### config.mk
export PLATFORM = sky130hd
export DESIGN_NAME = ahb_master
export DESIGN_NICKNAME = d
export VERILOG_FILES = /design/src/rtl/ahb_master.sv
export SDC_FILE = /design/constraint.sdc
export NUM_CORES = 1
export LEC_CHECK = 0
export BUFFER_PORTS_ARGS = -buffer_cell sky130_fd_sc_hd__buf_2
export CORE_UTILIZATION = 31
export DETAILED_ROUTE_END_ITERATION = 6
export SETUP_SLACK_MARGIN = 0.3
export SYNTH_ARGS = -nofsm -noshare
export SYNTH_HDL_FRONTEND = slang
export SYNTH_SLANG_ARGS = --single-unit
### constraint.sdc
create_clock -name EXTM_HCLK -period 4.61 [get_ports EXTM_HCLK]
set_input_delay 0.2305 -clock EXTM_HCLK [delete_from_list [all_inputs] [get_ports EXTM_HCLK]]
set_output_delay 0.2305 -clock EXTM_HCLK [all_outputs]
set_load 0.01 [all_outputs]
### src/rtl/ahb_master.sv
// AHB-Lite single-word master with a two-slot (address/data phase) pipeline.
// A two-cycle ERROR response cancels the queued address phase, which is then re-issued.
module ahb_master (
    input  logic        EXTM_HCLK,
    input  logic        EXTM_HRST,
    input  logic        req_valid,
    output logic        req_ready,
    input  logic        req_write,
    input  logic [31:0] req_addr,
    input  logic [31:0] req_wdata,
    output logic        rsp_valid,
    output logic [31:0] rsp_rdata,
    output logic        rsp_error,
    output logic [31:0] EXTM_HADDR,
    output logic [1:0]  EXTM_HTRANS,
    output logic        EXTM_HWRITE,
    output logic [2:0]  EXTM_HSIZE,
    output logic [2:0]  EXTM_HBURST,
    output logic [31:0] EXTM_HWDATA,
    input  logic        EXTM_HREADY,
    input  logic        EXTM_HRESP,
    input  logic [31:0] EXTM_HRDATA
);
    localparam logic [1:0] HTRANS_IDLE   = 2'b00;
    localparam logic [1:0] HTRANS_NONSEQ = 2'b10;

    logic        a_valid;
    logic        a_write;
    logic [31:0] a_addr;
    logic [31:0] a_wdata;
    logic        d_valid;
    logic        d_write;
    logic [31:0] d_wdata;
    logic        cancel;

    logic accept;
    logic advance;
    logic complete;
    logic err_first;

    assign req_ready = !EXTM_HRST &&
                       (!a_valid || (EXTM_HREADY && !cancel && !(EXTM_HRESP && !EXTM_HREADY)));
    assign accept    = req_valid && req_ready;
    assign advance   = EXTM_HREADY && !cancel;
    assign complete  = EXTM_HREADY && d_valid;
    assign err_first = EXTM_HRESP && !EXTM_HREADY && d_valid;

    assign EXTM_HADDR  = a_addr;
    assign EXTM_HWRITE = a_write;
    assign EXTM_HTRANS = (a_valid && !cancel) ? HTRANS_NONSEQ : HTRANS_IDLE;
    assign EXTM_HWDATA = d_wdata;
    assign EXTM_HSIZE  = 3'b010;
    assign EXTM_HBURST = 3'b000;

    always_ff @(posedge EXTM_HCLK or posedge EXTM_HRST) begin
        if (EXTM_HRST) begin
            a_valid   <= 1'b0;
            a_write   <= 1'b0;
            a_addr    <= '0;
            a_wdata   <= '0;
            d_valid   <= 1'b0;
            d_write   <= 1'b0;
            d_wdata   <= '0;
            cancel    <= 1'b0;
            rsp_valid <= 1'b0;
            rsp_error <= 1'b0;
            rsp_rdata <= '0;
        end else begin
            rsp_valid <= complete;
            rsp_error <= complete && EXTM_HRESP;
            rsp_rdata <= (complete && !d_write && !EXTM_HRESP) ? EXTM_HRDATA : '0;

            if (advance) begin
                d_valid <= a_valid;
                d_write <= a_write;
                d_wdata <= a_wdata;
                a_valid <= accept;
                if (accept) begin
                    a_addr  <= req_addr;
                    a_write <= req_write;
                    a_wdata <= req_wdata;
                end
            end else begin
                // Second ERROR cycle retires D without promoting the cancelled A slot.
                if (cancel && EXTM_HREADY) begin
                    d_valid <= 1'b0;
                    cancel  <= 1'b0;
                end else if (err_first) begin
                    cancel <= 1'b1;
                end
                if (accept) begin
                    a_valid <= 1'b1;
                    a_addr  <= req_addr;
                    a_write <= req_write;
                    a_wdata <= req_wdata;
                end
            end
        end
    end
endmodule

== Yosys cells after proc, flatten, opt, wreduce, memory -nomap -nowiden ==
Cells that the tools add are included.

* $add $sub $neg: 0
* $mul: 0
* Div/mod/pow operators: 0
* $lt $le $gt $ge: 0
* Equality and inequality tests: 0
* Shift operators: 0
* Muxes and demuxes: 8
* Bitwise logic cells: 1
* Reduce and logical (&&, ||, !) cells: 24

{| class="wikitable"
|+ Operators with widths
! cell !! number
|-
| $mux 32 || 1
|-
| $logic_and 1x1->1 || 12
|-
| $logic_not 1->1 || 7
|-
| $mux 1 || 6
|-
| $reduce_bool 2->1 || 3
|-
| $mux 2 || 1
|-
| $reduce_and 2->1 || 1
|-
| $logic_or 1x1->1 || 1
|-
| $not 1->1 || 1
|}

* Bits in registers: 135
* Latch bits: 0
* Memory bits (writable): 0
* Bits in read-only memories: 0
* Input bits: 102
* Word-level logic and storage cells: 44
* Memories: 0

== Logic depth before layout (Yosys ltp) ==
* Depth in word-level cells: 9
* Gate-level depth with buffers: 6
* Gate-level depth less buffers: 3

== Least setup slack after synthesis ==
Ideal clock, no wire load.

* Kind: register to register
* Start point: register cancel
* End point: register a_addr[0] (netlist: EXTM_HADDR[0])
* Setup time: 0.125 ns
* Arrival: 1.401 ns
* Data required time: 4.485 ns
* Slack: 3.084 ns
* Cell stages (with the launch flop): 7
* Buffers on the path: 3
* Clock period less this slack: 1.526 ns
* Cell sequence: dfrtp_1 nand2b_1 buf_6 a21oi_4 buf_12 buf_12 mux2_4

* Longest elaborated chain between the ends: 6

{| class="wikitable"
|+ Ends and longest elaborated chain
! what !! RTL line !! text
|-
| from (decl) || 34 || <nowiki>logic cancel;</nowiki>
|-
| from (signal assigned) || 64 || <nowiki>cancel <= 1'b0;</nowiki>
|-
| from (signal assigned) || 87 || <nowiki>cancel <= 1'b0;</nowiki>
|-
| from (signal assigned) || 89 || <nowiki>cancel <= 1'b1;</nowiki>
|-
| $logic_not 1->1 || 42, 44 ||
|-
| $logic_and 1x1->1 || 42, 44 ||
|-
| $logic_and 1x1->1 || 42 || <nowiki>(!a_valid || (EXTM_HREADY && !cancel && !(EXTM_HRESP && !EXTM_HREADY)));</nowiki>
|-
| $logic_or 1x1->1 || 42 ||
|-
| $logic_and 1x1->1 || 41 || <nowiki>assign req_ready = !EXTM_HRST &&</nowiki>
|-
| $logic_and 1x1->1 || 43 || <nowiki>assign accept = req_valid && req_ready;</nowiki>
|-
| to (signal assigned) || 79 || <nowiki>a_addr <= req_addr;</nowiki>
|-
| to (signal assigned) || 93 || <nowiki>a_addr <= req_addr;</nowiki>
|-
| to (decl) || 29 || <nowiki>logic [31:0] a_addr;</nowiki>
|}

No other way between the ends.
A chain may end at the register's enable or synchronous reset.

== Final worst setup path ==
* Start point: register cancel
* End point: register a_wdata[7]

* Longest elaborated chain between the ends: 6

{| class="wikitable"
|+ Ends and longest elaborated chain
! what !! RTL line !! text
|-
| $logic_not 1->1 || 42, 44 ||
|-
| $logic_and 1x1->1 || 42, 44 ||
|-
| $logic_and 1x1->1 || 42 ||
|-
| $logic_or 1x1->1 || 42 ||
|-
| $logic_and 1x1->1 || 41 ||
|-
| $logic_and 1x1->1 || 43 ||
|-
| to (signal assigned) || 81 || <nowiki>a_wdata <= req_wdata;</nowiki>
|-
| to (signal assigned) || 95 || <nowiki>a_wdata <= req_wdata;</nowiki>
|-
| to (decl) || 30 || <nowiki>logic [31:0] a_wdata;</nowiki>
|}

No other way between the ends.

==> results.py <==
metrics = {
    "outcome": {
        "status": "finished clean",
    },
    "cts": {
        "cts_tree": "done",
        "cts.clk_slew.worst_paths_ps": 60,
        "cts-buffers-inserted": 17,
        "h-tree-depth": 4,
        "post_cts_resized": 0,
        "insertion_delay_ps": 400,
        "clock-sinks": 135,
        "clockRootBuffer": "clkbuf_16",
        "clock_tree.buffer_depth": 2,
    },
    "timing": {
        "final_max_slew_viol_count": 0,
        "fin_setup_tns_ps": 0,
        "tightest_slew_ps": 992,
        "maxSlewHeadroom_pct": 33.8,
        "grt_setup_unrepaired": "false",
        "period_share_pct": 55.5,
        "hold_viol": 0,
        "final.setup_skew_ps": 5.14,
        "fmax_mhz": 391,
        "min_period_ps": 2560,
        "setup_viol": 0,
    },
    "route": {
        "drt-total-wl_um": 10600,
        "drt-initial-drc-count": 89,
        "vias": 3072,
        "via_per_inst": 4.15,
        "drcViolationCount": 0,
        "first_pass_iters": 4,
        "drtAntennaViolNets": 0,
        "wl_per_cell_um": 14.3,
    },
    "setup_path": {
        "crit_family": "simple AND/OR/NAND/NOR gates",
        "critPathMaxFanout": 39,
        "critical_path_depth": 4,
        "rr_worst_depth": 4,
        "crit_buf_inv": 1,
        "required_ps": 4890,
        "r2r_setup_slack_ps": 2050,
        "cp_cell_sequence": "nand2b_2 > a21oi_4 > buf_4 > mux2_2",
        "end_kind": "flip-flop",
        "critPathKind": "flip-flop to flip-flop",
        "critPathArrivalTime_ps": 2840,
        "start_kind": "flip-flop",
        "r2r_end": "a_wdata[7]",
        "r2r_start": "cancel",
        "slowest_stage": "nand2b_2",
        "slowest_delay_ps": 660,
    },
    "power": {
        "pwr_density_cell_nw_per_um2": 505,
        "vdd_drop_max_mv": 0.285,
        "power.leakage_nw": 3.52,
    },
    "die": {
        "die-area_um2": 17300,
        "initial_core_util_pct": 32.2,
        "rows": 46,
        "fp.coreArea_um2": 16100,
        "io_pins": 210,
        "die_y_um": 131,
        "die_w_um": 131,
    },
    "worst_hold_path": {
        "hp-class": "primary input to flip-flop",
        "hold_end": "rsp_rdata[30]",
        "min_from": "EXTM_HRDATA[30]",
        "worstHoldPathCells": 2,
    },
    "grt": {
        "grt_pass1_vias": 3386,
        "grt_pass1_wl_um": 17700,
        "grtUsageMet3_pct": 6.44,
        "grt-ovfl-total": 0,
        "grtUsageTotal_pct": 13.2,
        "grt_max_degree": 80,
        "use_met1_pct": 15.6,
        "top_usage_layer": "met2",
        "antenna_found_initial": 2,
        "met2_usage_pct": 20.8,
    },
    "synthesis": {
        "synthAdderAreaFrac_pct": 0,
        "postSynthAreaPerCell_um2": 17.2,
        "yosysSeqAreaShare_pct": 65.1,
        "synth_seq_cells": 135,
        "ys_types": 19,
        "syn_area_um2": 5190,
        "synthXorXnorAreaFrac_pct": 0,
        "yosys_warnings": 0,
        "synthMuxAreaShare_pct": 25.1,
        "yosys.area_share.simple_pct": 4.92,
        "synthCells": 302,
        "synth_top_family_by_area": "multiplexers",
        "synth_compound_area_share_pct": 0.506,
    },
    "finish": {
        "fin_nets": 613,
        "drive_above_1_share_pct": 64.2,
        "final_cell_mix": "202 x buf_2, 135 x dfrtp_1, 50 x mux2_4",
        "syn2layout_area_growth_pct": 32.5,
        "final_util_pct": 42.7,
        "mostFrequentLayoutCell": "buf_2",
    },
    "placement": {
        "place_congestion": 0.762,
        "dp_hpwl_um": 7310,
        "port_buffers": 202,
    },
    "run": {
        "drv_cap": 0,
    },
}
==> registers in the layout (all words and copies together), names as in the netlist, 32 cells and up <==
| register | cells |
|---|---|
| EXTM_HADDR | 32 |
| EXTM_HWDATA | 32 |
| a_wdata | 32 |
| rsp_rdata | 32 |
==> cell type report <==
type                       count  area, µm²
clock buffer                  21        450
multi-input combinational    150       1620
tap                          216        270
inverter                       1       8.76
antenna                        2       5.00
sequential                   135       3380
fill                        1543       9240
timing repair buffer         206       1040
clock inverter                10        105
==> cells by family (layout without fill, tap and decap cells) <==
kind of cell	after synthesis	in the layout
AO/OA/AOI/OAI	3	3
buffers and inverters	22	238
flip-flops	135	135
multiplexers	99	99
other	2	9
AND/OR/NAND/NOR	41	41
==> per-stage QoR <==
step                total power [mW]  instance area [µm²]  hold WS [ps]  instances  setup slack, ps
floorplan                       1.96                 5210           297        307              768
global placement                2.20                 6300           405        707             2090
detailed placement              2.23                 6300           422        707             2010
CTS                             3.53                 6870          5.77        739             1990
global route                    3.66                 6880          7.34        739             1880
finish                          3.47                 6880          28.5        741             2050
==> cell usage after synthesis <==
cell type | instances | share of area [%]
and2_1 | 33 | 4.0
inv_1 | 1 | 0.072
clkbuf_1 | 3 | 0.22
mux2_4 | 50 | 14
mux2_2 | 49 | 11
nor2b_1 | 1 | 0.12
nand2b_1 | 2 | 0.24
nor3b_2 | 1 | 0.24
a21oi_1 | 2 | 0.19
and3_1 | 1 | 0.12
nand2_1 | 2 | 0.14
buf_6 | 1 | 0.22
buf_4 | 8 | 1.2
buf_2 | 3 | 0.29
conb_1 | 2 | 0.14
dfrtp_1 | 135 | 65
nor2_1 | 1 | 0.072
a21oi_4 | 1 | 0.31
buf_12 | 6 | 2.3
==> routing by layer <==
layer	wire length (µm)	share of wire, %
met5	0	0
met4	137	1.3
met3	897	8.5
met2	5170	49
met1	4400	41
==> report_power, final <==
group	internal, mW	switching (mW)
combinational	0.380	0.288
sequential	1.42	0.115
clock	0.801	0.472
==> worst reg2reg max path, cell delays in order, from the launching register on <==
cell      delay [ps]
dfrtp_1          390
nand2b_2         660
a21oi_4          360
buf_4            560
mux2_2           460
==> repair_timing <==
action                    in CTS  in global routing
hold endpoints to repair      56                  0
hold buffers                   1                  0
setup buffers                  0                  0
==> worst max path at each step <==
stage                    from             to  slack, ps
global placement       cancel     a_wdata[7]       2090
global route           cancel     a_wdata[7]       1880
detailed placement     cancel    a_wdata[11]       2010
finish                 cancel     a_wdata[7]       2050
floorplan           EXTM_HRST  EXTM_HADDR[0]        770
CTS                    cancel     a_wdata[7]       1990
No activity file was read; power rests on OpenSTA's default activity.
